<file path="src/rtl/bcd_press_display_pkg.sv">
// Shared types and constants for the two-digit BCD press counter display.
// Segment patterns are active-low, bit0 = A through bit6 = G.
package bcd_press_display_pkg;

    typedef enum logic [1:0] {
        ST_IDLE  = 2'd0,
        ST_BLANK = 2'd1,
        ST_SHOW  = 2'd2
    } blink_state_t;

    localparam logic [6:0] SEG_0     = 7'h40;
    localparam logic [6:0] SEG_1     = 7'h79;
    localparam logic [6:0] SEG_2     = 7'h24;
    localparam logic [6:0] SEG_3     = 7'h30;
    localparam logic [6:0] SEG_4     = 7'h19;
    localparam logic [6:0] SEG_5     = 7'h12;
    localparam logic [6:0] SEG_6     = 7'h02;
    localparam logic [6:0] SEG_7     = 7'h78;
    localparam logic [6:0] SEG_8     = 7'h00;
    localparam logic [6:0] SEG_9     = 7'h10;
    localparam logic [6:0] SEG_BLANK = 7'h7F;

endpackage

</file>
<file path="src/rtl/bcd_press_display_seg.sv">
// Combinational BCD to active-low seven-segment decoder.
// Codes 10-15 cannot occur upstream; they decode to blank as a safe default.
module bcd_to_seven_seg
    import bcd_press_display_pkg::*;
(
    input  logic [3:0] bcd,
    output logic [6:0] seg
);

    always_comb begin
        seg = SEG_BLANK;
        case (bcd)
            4'd0:    seg = SEG_0;
            4'd1:    seg = SEG_1;
            4'd2:    seg = SEG_2;
            4'd3:    seg = SEG_3;
            4'd4:    seg = SEG_4;
            4'd5:    seg = SEG_5;
            4'd6:    seg = SEG_6;
            4'd7:    seg = SEG_7;
            4'd8:    seg = SEG_8;
            4'd9:    seg = SEG_9;
            default: seg = SEG_BLANK;
        endcase
    end

endmodule

</file>
<file path="src/rtl/bcd_press_display.sv">
// Two-digit BCD press counter with registered seven-segment outputs and a
// blink sequence after every 99->00 wrap.
//
// state    | meaning
// ---------|--------------------------------------------------------------
// ST_IDLE  | digits shown, waiting for a wrap
// ST_BLANK | both digits blanked for one blink phase
// ST_SHOW  | live digits shown for one blink phase, then next flash or idle
module bcd_press_display
    import bcd_press_display_pkg::*;
#(
    parameter int C_BLINK_COUNT   = 6250000,
    parameter int C_BLINK_FLASHES = 3
) (
    input  logic       i_clk,
    input  logic       i_rst_n,
    input  logic       i_inc,
    input  logic       i_clr,
    output logic [6:0] o_seg_tens,
    output logic [6:0] o_seg_ones,
    output logic       o_wrap
);

    localparam int PHASE_W = $clog2(C_BLINK_COUNT);
    localparam int FLASH_W = $clog2(C_BLINK_FLASHES + 1);
    localparam logic [PHASE_W-1:0] PHASE_LAST   = PHASE_W'(C_BLINK_COUNT - 1);
    localparam logic [FLASH_W-1:0] FLASH_TARGET = FLASH_W'(C_BLINK_FLASHES);

    logic               r_inc_d;
    logic [3:0]         r_ones;
    logic [3:0]         r_tens;
    logic               r_wrap;
    blink_state_t       r_state, state_nxt;
    logic [PHASE_W-1:0] r_phase, phase_nxt;
    logic [FLASH_W-1:0] r_flash, flash_nxt;
    logic [FLASH_W-1:0] flash_inc;
    logic [6:0]         seg_tens_dec;
    logic [6:0]         seg_ones_dec;
    logic               rise;
    logic               count_en;
    logic               ones_carry;
    logic               wrap_evt;

    assign rise       = i_inc & ~r_inc_d;
    assign count_en   = rise & ~i_clr;
    assign ones_carry = (r_ones == 4'd9);
    assign wrap_evt   = count_en & ones_carry & (r_tens == 4'd9);
    assign flash_inc  = r_flash + FLASH_W'(1);

    // r_inc_d resets high so a switch already closed at release is not a press
    always_ff @(posedge i_clk or negedge i_rst_n) begin
        if (!i_rst_n) begin
            r_inc_d <= 1'b1;
            r_ones  <= 4'd0;
            r_tens  <= 4'd0;
            r_wrap  <= 1'b0;
        end else begin
            r_inc_d <= i_inc;
            r_wrap  <= wrap_evt;
            if (i_clr) begin
                r_ones <= 4'd0;
                r_tens <= 4'd0;
            end else if (count_en) begin
                if (ones_carry) begin
                    r_ones <= 4'd0;
                    r_tens <= (r_tens == 4'd9) ? 4'd0 : r_tens + 4'd1;
                end else begin
                    r_ones <= r_ones + 4'd1;
                end
            end
        end
    end

    always_ff @(posedge i_clk or negedge i_rst_n) begin
        if (!i_rst_n) begin
            r_state <= ST_IDLE;
            r_phase <= '0;
            r_flash <= '0;
        end else begin
            r_state <= state_nxt;
            r_phase <= phase_nxt;
            r_flash <= flash_nxt;
        end
    end

    // The registered wrap pulse launches the blink so the 00 frame shows first
    always_comb begin
        state_nxt = r_state;
        phase_nxt = r_phase;
        flash_nxt = r_flash;
        if (i_clr) begin
            state_nxt = ST_IDLE;
            phase_nxt = '0;
            flash_nxt = '0;
        end else if (r_wrap) begin
            state_nxt = ST_BLANK;
            phase_nxt = '0;
            flash_nxt = '0;
        end else begin
            case (r_state)
                ST_BLANK: begin
                    if (r_phase == PHASE_LAST) begin
                        phase_nxt = '0;
                        state_nxt = ST_SHOW;
                    end else begin
                        phase_nxt = r_phase + PHASE_W'(1);
                    end
                end
                ST_SHOW: begin
                    if (r_phase == PHASE_LAST) begin
                        phase_nxt = '0;
                        if (flash_inc < FLASH_TARGET) begin
                            flash_nxt = flash_inc;
                            state_nxt = ST_BLANK;
                        end else begin
                            flash_nxt = '0;
                            state_nxt = ST_IDLE;
                        end
                    end else begin
                        phase_nxt = r_phase + PHASE_W'(1);
                    end
                end
                default: begin
                    state_nxt = ST_IDLE;
                    phase_nxt = '0;
                    flash_nxt = '0;
                end
            endcase
        end
    end

    bcd_to_seven_seg u_seg_tens (
        .bcd (r_tens),
        .seg (seg_tens_dec)
    );

    bcd_to_seven_seg u_seg_ones (
        .bcd (r_ones),
        .seg (seg_ones_dec)
    );

    always_ff @(posedge i_clk or negedge i_rst_n) begin
        if (!i_rst_n) begin
            o_seg_tens <= SEG_0;
            o_seg_ones <= SEG_0;
        end else if (r_state == ST_BLANK) begin
            o_seg_tens <= SEG_BLANK;
            o_seg_ones <= SEG_BLANK;
        end else begin
            o_seg_tens <= seg_tens_dec;
            o_seg_ones <= seg_ones_dec;
        end
    end

    assign o_wrap = r_wrap;

endmodule
</file>
<file path="config.mk">
export PLATFORM = sky130hd
export DESIGN_NAME = bcd_press_display
export DESIGN_NICKNAME = d
export VERILOG_FILES = /design/src/rtl/bcd_press_display_pkg.sv /design/src/rtl/bcd_press_display_seg.sv /design/src/rtl/bcd_press_display.sv
export SDC_FILE = /design/constraint.sdc
export NUM_CORES = 1
export LEC_CHECK = 0
export ABC_CLOCK_PERIOD_IN_PS = 1730
export BUFFER_PORTS_ARGS = -buffer_cell sky130_fd_sc_hd__buf_4
export CORE_ASPECT_RATIO = 1.4
export CORE_MARGIN = 4
export CORE_UTILIZATION = 54
export CTS_CLUSTER_SIZE = 28
export DETAILED_ROUTE_END_ITERATION = 16
export PLACE_DENSITY = 0.75
export SYNTH_ARGS = -nofsm -noshare
export SYNTH_HDL_FRONTEND = slang
export SYNTH_SLANG_ARGS = --single-unit
</file>
<file path="constraint.sdc">
create_clock -name i_clk -period 1.73 [get_ports i_clk]
set_input_delay 0.173 -clock i_clk [delete_from_list [all_inputs] [get_ports i_clk]]
set_output_delay 0.173 -clock i_clk [all_outputs]
set_load 0.02 [all_outputs]
</file>
After elaboration in Yosys (flattened, before gate mapping)
Memories as Yosys holds them, arrays and structs flattened.
Index checks and enable logic that the tools add are counted.

word-level totals
  register bits after elaboration = 51
  bits in read-only memories = 224
  input port bits = 4
  output and inout bits = 15
  logic and storage cells = 60
  memories = 2

memories
  memory            words  bits a word  read ports  clocked after Yosys merged registers in  write ports  RTL line                     text
  (name not given)  16     7            1           0                                        0            bcd_press_display_seg.sv:12  case (bcd)
  (name not given)  16     7            1           0                                        0            bcd_press_display_seg.sv:12

operators by class
  $add $sub $neg = 4
  $lt $le $gt $ge = 1
  eq/ne operators = 8
  mux-type cells = 24
  bitwise logic cells = 6
  reduce and logical (&&, ||, !) cells = 6

operators with widths
  operator                                                         number
  23-bit two-way mux                                               4
  4-bit two-way mux                                                7
  23-bit by 1-bit adder with 23-bit output, second input constant  1
  23-bit == test, second input constant                            1
  2-bit two-way mux                                                8
  7-bit two-way mux                                                2
  4-bit by 1-bit adder with 4-bit output, second input constant    2
  4-bit == test, second input constant                             2
  4-bit != test, second input constant                             2
  2-bit case mux with 2 select lines                               2
  2-bit AND reduction                                              3
  1-bit bitwise AND                                                4
  2-bit nonzero test                                               2
  3-bit != test, second input constant                             1
  2-bit by 1-bit adder with 2-bit output, second input constant    1
  2-bit by 1-bit == test with 1-bit output, second input constant  1
  2-bit == test, second input constant                             1
  2-bit less-than comparator, second input constant                1
  1-bit inverter                                                   2
  2-bit OR reduction                                               1
  1-bit two-way mux                                                1

Longest topological paths before layout
Gate-level depths: netlist (run 1).

  depth after elaboration = 7
  gate-level depth with buffers = 7
  mapped depth without buffers = 6

By module
Synthesis (run 1) repeated with hierarchy kept, for this count alone.

second synthesis, totals
  cells, all modules = 291
  area, all modules = 2,777.7 sq um

by module, submodules not included
  module             instances  cells each  area each (sq um)  seq. area each (sq um)
  bcd_press_display  1          225         2,357.3            1,280.0
  bcd_to_seven_seg   2          33          210.2              0.0

Worst setup path before layout (run 1)
No wires, ideal clock.

  kind = flip-flop to flip-flop
  start point = register r_phase[2]
  end point = register r_phase[20]
  library setup time = 73 ps
  arrival = 1,783 ps
  data required time = 1,657 ps
  path slack = -126 ps
  stages on the path, launching flop included = 7
  path buffers = 2
  clock period less this slack = 1,856 ps
  cells stage by stage = dfrtp_1 -> nand3_2 -> buf_6 -> or4_1 -> buf_2 -> or4_4 -> a21oi_2

between the ends
  cells in the longest elaborated chain, start to end = 5
  elaborated cells between the ends (all ways) = 6
  classes of those cells = 1 x add/sub; 1 x eq/ne; 4 x mux

ends and longest elaborated chain
  item                                                                        RTL line                                            text
  from (decl)                                                                 bcd_press_display.sv:34                             logic [PHASE_W-1:0] r_phase, phase_nxt;
  from (signal assigned)                                                      bcd_press_display.sv:81                             r_phase <= phase_nxt;
  23-bit by 1-bit adder with 23-bit output or 23-bit == test (tied branches)  --
  23-bit two-way mux *                                                        bcd_press_display.sv:102, bcd_press_display.sv:110
  23-bit two-way mux *                                                        --
  23-bit two-way mux *                                                        bcd_press_display.sv:95                             end else if (r_wrap) begin
  23-bit two-way mux *                                                        bcd_press_display.sv:91                             if (i_clr) begin
  net phase_nxt[20]                                                           bcd_press_display.sv:34

The timed path passes the listed nets; every way through them passes the cells marked *.
A chain may end at the register's enable or synchronous reset.

Worst setup path in the final report (run 1)
  start point = register r_phase[1]
  end point = register r_phase[20]

Same word-level chain as after synthesis.

==> results.sh, run 1 <==
export IMPL_period_minus_slack_ns=1.82
export IMPL_area_growth_pct=23.7
export IMPL_reg2reg_from="r_phase[1]"
export IMPL_cts_tree="yes"
export IMPL_synth_compound_area_frac=0.135
export IMPL_yosysWarnings=0
export IMPL_synthXorXnorAreaFrac=0.0420
export IMPL_wirelength_um=5730
export IMPL_rr_endpoint="r_phase[20]"
export IMPL_period_share=1.05
export IMPL_grt_setup_unrepaired="yes"
export IMPL_hold_path_depth=2
export IMPL_total_power_mw=2.12
export IMPL_wire_per_inst_um=13.9
export IMPL_power_density_nw_per_um2=633
export IMPL_slew_violations=0
export IMPL_cts_max_level=2
export IMPL_critPathMaxFanout=7
export IMPL_ant_nets=0
export IMPL_hold_start="i_clr"
export IMPL_muxShareOfSynthArea=0.00415
export IMPL_drc=0
export IMPL_synthTopCellsByCount="48 x dfrtp_1, 28 x nor2_1, 26 x a21oi_1"
export IMPL_internal_power_mw=1.66
export IMPL_setup_tns_ns=-0.433
export IMPL_port_buffers=18
export IMPL_num_vias=2246
export IMPL_antenna_found_initial=0
export IMPL_clk_latency_ns=0.31
export IMPL_startpoint_type="flip-flop"
export IMPL_skew_ns=0.00600
export IMPL_seq_area_frac_synth=0.472
export IMPL_r2r_slack_ns=-0.09
export IMPL_n_antenna_cell=0
export IMPL_p_leak_nw=1.44
export IMPL_drive_above_1_share=0.258
export IMPL_synth_edff_count=0
export IMPL_combPwrFrac=0.049
export IMPL_synthAdderAreaFrac=0.0600
export IMPL_clockBufferDepth=2
export IMPL_start_util=0.560
export IMPL_status="finished, violations left"
export IMPL_grt_max_degree=52
export IMPL_avgSynthCellArea_um2=9.29
export IMPL_die_h_um=91.9
export IMPL_pwr_share_seq=0.569
export IMPL_nets=366
export IMPL_first_pass_iters=4
export IMPL_finalHoldViolCount=0
export IMPL_cts_clk_slew_worst_paths_ns=0.09
export IMPL_cp_required_ns=1.97
export IMPL_track_usage=0.213
export IMPL_peakVddDrop_v=0.000683
export IMPL_grt_ovfl_total=0
export IMPL_p_clk_frac=0.382
export IMPL_clock_sinks=51
export IMPL_cp_slowest_cell="or4_4"
export IMPL_synth_cells=292
export IMPL_rr_worst_depth=5
export IMPL_core_um2=4840
export IMPL_grt_pass1_vias=2331
export IMPL_die_area_um2=6240
export IMPL_end_kind="flip-flop"
export IMPL_io_pins=19
export IMPL_crit_arrival_ns=2.06
export IMPL_synth_cell_area_um2=2710
export IMPL_synth_top_family_by_area="simple AND/OR/NAND/NOR gates"
export IMPL_synth_top_cell_area_share=0.443
export IMPL_p_switching_mw=0.460
export IMPL_slowest_delay_ns=0.52
export IMPL_root_buffer="clkbuf_8"
export IMPL_std_cell_rows=30
export IMPL_post_place_ws_ns=-0.0787
export IMPL_max_slew_margin=0.581
export IMPL_first_iter_violations=125
export IMPL_hold_path_class="input port to flip-flop"
export IMPL_cp_cell_sequence="ha_2, nand2_2, or4_4, or4_4, a21oi_2"
export IMPL_place_gp_congestion=0.819
export IMPL_viasPerCell=5.44
export IMPL_fmax_mhz=548
export IMPL_crit_top_cell="or4_4"
export IMPL_synth_ff_type="dfrtp_1"
export IMPL_async_flop_share=1.00
export IMPL_synth_net_count=309
export IMPL_grt_pass1_wl_um=10200
export IMPL_setup_viol=11
export IMPL_synth_most_common_cell="dfrtp_1"
export IMPL_synthSimpleGateAreaFrac=0.247
export IMPL_yosys_cell_types_count=44
export IMPL_finalWorstSetupSlack_ns=-0.0949
export IMPL_synth_area_leader_cell="dfrtp_1"
export IMPL_finalNonFillerCells=413
export IMPL_dieWidth_um=67.9
export IMPL_switching_share=0.217
export IMPL_violations="negative setup slack"
export IMPL_worst_pin_slew_ns=0.628
export IMPL_dp_cells=396
export IMPL_yosys_top_cells_area="dfrtp_1 44%, ha_1 6.0%, a21oi_1 4.8%, nor2_1 3.9%, xnor2_1 3.9%"
export IMPL_hold_end="r_tens[0]"
export IMPL_worstSetupPathType="flip-flop to flip-flop"
export IMPL_maxCapViolCount=0
export IMPL_ys_seq_elements=51
export IMPL_cts_buffers=5
export IMPL_hpwlAfterDp_um=4030
[cells by family after synthesis]
kind of cell | after synthesis
flip-flops | 51
AND/OR/NAND/NOR | 127
multiplexers | 1
XOR/XNOR | 13
AO/OA/AOI/OAI | 61
adder cells (fa/ha/maj) | 13
buffers and inverters | 26
[metal layers]
metal / track usage / wire length (um) / vias up
met1: 0.246 / 2290 / 1079
met2: 0.378 / 3200 / 29
met4: 0.0713 / 94 / 0
met3: 0.0453 / 136 / 9
li1: - / - / 1129
met5: 0 / 0 / -
[flip-flops by register name, summed over array words and instances, names as in the netlist]
register and count:
o_seg_ones 7, o_seg_tens 7, o_wrap 1, r_flash 2, r_inc_d 1, r_ones 4
r_phase 23, r_state 2, r_tens 4
[placed cells by master (no fill, tap or decap), types with 7 or more instances in the layout]
cell and n:
nand2_1 21, buf_4 60, xnor2_1 12, ha_1 11, or3_1 8, o21bai_1 9
nand3_1 15, inv_1 12, a21oi_1 24, nor3_1 7, o21ai_0 12, dfrtp_1 48
nor2_1 28, nand4_1 7, nand2b_1 12
[power by group through the flow]
stage | Combinational (mW) | Sequential [mW] | Clock, mW
floorplan | 0.0338 | 1.24 | 0
global placement | 0.102 | 1.23 | 0
detailed placement | 0.103 | 1.23 | 0
finish | 0.105 | 1.21 | 0.812
global route | 0.119 | 1.21 | 0.881
CTS | 0.107 | 1.21 | 0.831
[worst max-delay path, delay by kind of cell, from the launching register on]
kind,cells,cell delay [ns]
flip-flops,1,0.39
AO/OA/AOI/OAI,1,0.13
AND/OR/NAND/NOR,3,1.01
adder cells (fa/ha/maj),1,0.22
[metrics by stage]
step	area (um^2)	hold WS, ns	utilization
3_5_place_dp	3140	0.238	0.648
4_1_cts	3300	0.119	0.681
6_report	3350	0.129	0.693
2_1_floorplan	2740	-0.123	-
5_1_grt	3350	0.131	0.693
3_3_place_gp	3140	0.233	0.648
[timing repair]
| action | 4_1_cts | 5_1_grt |
|---|---|---|
| endpoints found under the hold margin | 49 | 0 |
| buffers inserted | 4 | 4 |
| setup endpoints to repair | 19 | 27 |
| pin swaps | 6 | 5 |
| hold buffers | 2 | 0 |
| resized for setup | 1 | 8 |
[worst max-delay path by stage]
stage               slack (ns)     endpoint         from  cells past startpoint
floorplan                -0.09  r_phase[20]   r_phase[4]                      6
CTS                      -0.05  r_phase[20]  r_phase[12]                      4
finish                   -0.09  r_phase[20]   r_phase[1]                      5
detailed placement       -0.08  r_phase[21]  r_phase[11]                      4
global placement         -0.01  r_phase[20]  r_phase[10]                      4
global route             -0.22  r_phase[21]   r_phase[7]                      5
[layout make-up]
cell class | count | area (um^2)
clock buffers | 5 | 68.8
clock inverters | 2 | 37.5
fillers | 361 | 1490
inverters | 13 | 48.8
multi-input cells | 215 | 1360
flip-flops and latches | 51 | 1280
well taps | 64 | 80.1
repair buffers | 63 | 482
No activity file was read; power rests on OpenSTA's default activity.
==> inputs of run 2 (changes only) <==
==> constraint.sdc (replaced) <==
create_clock -name i_clk -period 1.73 [get_ports i_clk]
set_input_delay 0.2595 -clock i_clk [delete_from_list [all_inputs] [get_ports i_clk]]
set_output_delay 0.2595 -clock i_clk [all_outputs]
set_load 0.02 [all_outputs]
==> results.sh, run 2 (same netlist as run 1, synthesis figures left out) <==
export IMPL_status="finished, violations left"
export IMPL_violations="negative setup slack"
export IMPL_cts_max_level=2
export IMPL_grt_pass1_vias=2323
export IMPL_startpoint_type="flip-flop"
export IMPL_grt_pass1_wl_um=10100
export IMPL_grt_setup_unrepaired="yes"
export IMPL_clk_latency_ns=0.31
export IMPL_wirelength_um=5720
export IMPL_crit_end="r_phase[20]"
export IMPL_grt_ovfl_total=0
export IMPL_setup_viol=12
export IMPL_n_antenna_cell=0
export IMPL_fin_area_um2=3340
export IMPL_root_buffer="clkbuf_8"
export IMPL_rr_worst_depth=5
export IMPL_skew_ns=0.00516
export IMPL_first_iter_violations=116
export IMPL_hold_path_class="input port to flip-flop"
export IMPL_r2r_slack_ns=-0.09
export IMPL_crit_arrival_ns=2.06
export IMPL_fin_hold_ws_ns=0.0611
export IMPL_fmax_mhz=548
export IMPL_p_clk_frac=0.382
export IMPL_core_um2=4840
export IMPL_viasPerCell=5.42
export IMPL_track_usage=0.211
export IMPL_worstSetupPathType="flip-flop to flip-flop"
export IMPL_clock_sinks=51
export IMPL_first_pass_iters=4
export IMPL_cp_startpoint="r_phase[1]"
export IMPL_antenna_found_initial=0
export IMPL_clockBufferDepth=2
export IMPL_period_minus_slack_ns=1.82
export IMPL_slew_violations=0
export IMPL_top_regs="r_phase: 23 flops, o_seg_ones: 7 flops, o_seg_tens: 7 flops"
export IMPL_peakVddDrop_v=0.000682
export IMPL_cp_required_ns=1.97
export IMPL_placed_cell_area_um2=3140
export IMPL_drc=0
export IMPL_finalWorstSetupSlack_ns=-0.0939
export IMPL_drive_above_1_share=0.259
export IMPL_fillers=362
export IMPL_max_slew_margin=0.576
export IMPL_cts_buffers=5
export IMPL_dieWidth_um=67.9
export IMPL_port_buffers=18
export IMPL_post_place_ws_ns=-0.0787
export IMPL_start_util=0.560
export IMPL_cts_tree="yes"
export IMPL_layout_common_cells="60 x buf_4, 48 x dfrtp_1, 28 x nor2_1, 24 x a21oi_1, 21 x nand2_1"
export IMPL_multi_input_area_um2=1360
export IMPL_wire_per_inst_um=13.9
export IMPL_combPwrFrac=0.049
export IMPL_finalNonFillerCells=412
export IMPL_die_h_um=91.9
export IMPL_fin_util=0.691
export IMPL_num_vias=2234
export IMPL_die_area_um2=6240
export IMPL_p_leak_nw=1.44
export IMPL_largest_reg_flops=23
export IMPL_worst_pin_slew_ns=0.636
export IMPL_register_area_um2=1280
export IMPL_critPathMaxFanout=7
export IMPL_maxCapViolCount=0
export IMPL_dp_cells=396
export IMPL_setup_tns_ns=-0.421
export IMPL_grt_max_degree=52
export IMPL_total_power_mw=2.12
export IMPL_pwr_share_seq=0.570
export IMPL_nets=365
export IMPL_switching_share=0.216
export IMPL_finalHoldViolCount=0
export IMPL_top_register="r_phase"
export IMPL_rr_endpoint="r_phase[20]"
export IMPL_internal_power_mw=1.66
export IMPL_p_switching_mw=0.458
export IMPL_final_common_cell="buf_4"
export IMPL_io_pins=19
export IMPL_ant_nets=0
export IMPL_power_density_nw_per_um2=634
export IMPL_cts_clk_slew_worst_paths_ns=0.09
export IMPL_period_share=1.05
export IMPL_end_kind="flip-flop"
export IMPL_area_growth_pct=23.3
export IMPL_std_cell_rows=30
export IMPL_reg2reg_from="r_phase[1]"
export IMPL_place_gp_congestion=0.819
export IMPL_hpwlAfterDp_um=4030
## run 2: cell type report
class,instances,share of cell area
repair buffers,62,0.141
clock buffers,5,0.0206
inverters,13,0.0146
multi-input cells,215,0.406
clock inverters,2,0.0112
flip-flops and latches,51,0.383
well taps,64,0.0239
## run 2: repair_timing
action                     CTS  global route
gates cloned                 0             0
gates resized for setup      1             8
hold endpoints to repair    48             0
setup endpoints to repair   19            27
buffers inserted             4             4
hold buffers                 1             0
pin swaps                    6             5
## run 2: layer usage
| metal | up-vias | wire length (um) | GRT usage | share of wire |
|---|---|---|---|---|
| met1 | 1076 | 2280 | 0.243 | 0.40 |
| met4 | 0 | 94 | 0.0713 | 0.016 |
| met2 | 24 | 3190 | 0.376 | 0.56 |
| met5 | - | 0 | 0 | 0 |
| li1 | 1125 | - | - | - |
| met3 | 9 | 156 | 0.0453 | 0.027 |
## run 2: how the worst min path moves through the flow
stage | cells after the start | endpoint | startpoint | slack [ns]
after CTS | 1 | r_inc_d | i_inc | 0.05
after global placement | 1 | r_flash[1] | i_rst_n | 0.32
after detailed placement | 1 | r_flash[1] | i_rst_n | 0.32
after floorplan | 0 | o_seg_ones[0] | i_rst_n | -0.04
final | 1 | r_inc_d | i_inc | 0.06
after global routing | 1 | r_inc_d | i_inc | 0.04
## run 2: power groups by stage
stage | logic [mW] | registers [mW] | clock network, mW
finish | 0.103 | 1.21 | 0.810
CTS | 0.105 | 1.21 | 0.831
floorplan | 0.0338 | 1.24 | 0
global placement | 0.102 | 1.23 | 0
detailed placement | 0.103 | 1.23 | 0
global route | 0.117 | 1.21 | 0.879
## run 2: critical path, cell delays in order, from the launching register on
cell and delay [ns]:
dfrtp_1 0.39, ha_2 0.22, nand2_2 0.06, or4_4 0.52, or4_4 0.43, a21oi_2 0.13
==> inputs of run 3 (changes only) <==
- GPL_TIMING_DRIVEN: not set -> 0
==> results.sh, run 3 (same netlist as run 1, synthesis figures left out) <==
export IMPL_cp_slowest_cell="or4_4"
export IMPL_multi_input_area_um2=1530
export IMPL_path_delay_family="simple AND/OR/NAND/NOR gates"
export IMPL_grt_max_degree=52
export IMPL_peakVddDrop_v=0.000389
export IMPL_max_slew_margin=0.570
export IMPL_final_common_cell="dfrtp_1"
export IMPL_cts_max_level=2
export IMPL_finalHoldViolCount=0
export IMPL_power_density_nw_per_um2=582
export IMPL_clock_sinks=51
export IMPL_grt_pass1_vias=2199
export IMPL_maxCapViolCount=0
export IMPL_period_share=1.05
export IMPL_antenna_found_initial=0
export IMPL_wirelength_um=5880
export IMPL_setup_viol=24
export IMPL_drive_above_1_share=0.305
export IMPL_viasPerCell=5.59
export IMPL_hold_path_class="input port to flip-flop"
export IMPL_first_iter_violations=95
export IMPL_placed_cell_area_um2=2950
export IMPL_num_vias=2225
export IMPL_cts_buffers=5
export IMPL_cp_required_ns=1.97
export IMPL_place_gp_congestion=0.904
export IMPL_cts_tree="yes"
export IMPL_nets=350
export IMPL_crit_arrival_ns=2.06
export IMPL_worst_pin_slew_ns=0.645
export IMPL_slowest_delay_ns=0.56
export IMPL_die_h_um=91.9
export IMPL_layout_common_cells="43 x dfrtp_1, 34 x buf_4, 21 x nand2_1, 19 x a21oi_1"
export IMPL_p_leak_nw=1.37
export IMPL_ant_nets=0
export IMPL_dieWidth_um=67.9
export IMPL_violations="negative setup slack"
export IMPL_crit_top_cell="or4_4"
export IMPL_slew_violations=0
export IMPL_startpoint_type="flip-flop"
export IMPL_die_area_um2=6240
export IMPL_hpwlAfterDp_um=3690
export IMPL_status="finished, violations left"
export IMPL_skew_ns=0.00595
export IMPL_end_kind="flip-flop"
export IMPL_drc=0
export IMPL_clockBufferDepth=2
export IMPL_grt_ovfl_total=0
export IMPL_post_place_ws_ns=-0.332
export IMPL_first_pass_iters=4
export IMPL_grt_setup_unrepaired="yes"
export IMPL_worstSetupPathType="flip-flop to flip-flop"
export IMPL_area_growth_pct=26.3
export IMPL_wire_per_inst_um=14.8
export IMPL_n_antenna_cell=0
export IMPL_critPathMaxFanout=8
export IMPL_core_um2=4840
export IMPL_root_buffer="clkbuf_8"
export IMPL_period_minus_slack_ns=1.82
export IMPL_clk_latency_ns=0.30
export IMPL_cts_clk_slew_worst_paths_ns=0.09
export IMPL_port_buffers=18
export IMPL_track_usage=0.188
export IMPL_finalWorstSetupSlack_ns=-0.0929
export IMPL_cp_cell_sequence="nand4_1, or4_4, or4_4, a21oi_2"
export IMPL_fmax_mhz=549
export IMPL_std_cell_rows=30
export IMPL_io_pins=19
export IMPL_register_area_um2=1290
export IMPL_top_register="r_phase"
export IMPL_fin_area_um2=3430
export IMPL_fin_hold_ws_ns=0.0672
export IMPL_top_regs="r_phase: 23 flops, o_seg_ones: 7 flops, o_seg_tens: 7 flops"
export IMPL_crit_buf_inv=0
export IMPL_largest_reg_flops=23
export IMPL_grt_pass1_wl_um=9200
export IMPL_fillers=355
export IMPL_start_util=0.560
-- run 3: changes by cell type in the layout (fill, tap and decap cells not counted), sizes merged --
cell	delta
buf	-23
bufinv	-1
clkbuf	+8
clkinv	+2
clkinvlp	-1
inv	+1
-- run 3: final timing paths --
kind,start,to,slack [ns],cells after the start
worst min-delay path,i_inc,r_inc_d,0.07,1
worst min register to register,r_state[0],r_state[0],0.56,1
worst max register to register,r_phase[6],r_phase[20],-0.09,4
max in group asynchronous,i_rst_n,r_tens[1],0.75,2
worst max-delay path,r_phase[6],r_phase[20],-0.09,4
min in group asynchronous,i_rst_n,r_phase[18],0.52,2
-- run 3: metal layers --
layer  global-route usage  routed length [um]
met2                0.361                3330
met4               0.0630                  70
met1                0.194                2360
met3               0.0331                 123
met5                    0                   0
-- run 3: area by class of cell --
cell class / instances / area share
multi-input cells: 215 / 0.447
flip-flops and latches: 51 / 0.375
repair buffers: 38 / 0.0953
well taps: 64 / 0.0234
clock buffers: 5 / 0.0201
plain buffers: 9 / 0.0186
inverters: 13 / 0.0142
clock inverters: 3 / 0.00548
-- run 3: worst register-to-register path, stage by stage (launching register included) --
cell,delay (ns)
dfrtp_1,0.48
nand4_1,0.17
or4_4,0.56
or4_4,0.43
a21oi_2,0.12
-- run 3: per-stage QoR --
stage	TNS (ns)	instances	power [mW]	utilization
4_1_cts	-1.88	396	2.01	0.654
6_report	-1.39	398	1.99	0.707
3_5_place_dp	-7.32	374	1.33	0.609
3_3_place_gp	-6.84	374	1.33	0.609
2_1_floorplan	-0.0917	292	1.28	-
5_1_grt	-3.21	398	2.06	0.707
-- run 3: report_power, final --
part | leakage [nW] | internal, mW | switching (mW) | total, mW
clock | 0.0483 | 0.285 | 0.397 | 0.682
combinational | 0.631 | 0.0343 | 0.0663 | 0.101
sequential | 0.691 | 1.20 | 0.00702 | 1.21
total | 1.37 | 1.52 | 0.470 | 1.99
-- run 3: repair_timing --
| item | 4_1_cts | 5_1_grt |
|---|---|---|
| buffers inserted | 15 | 2 |
| endpoints found under the hold margin | 28 | 0 |
| gates cloned | 0 | 2 |
| endpoints found under the setup margin | 27 | 30 |
| pin swaps | 14 | 16 |
| hold buffers | 1 | 0 |
| resized for setup | 6 | 56 |
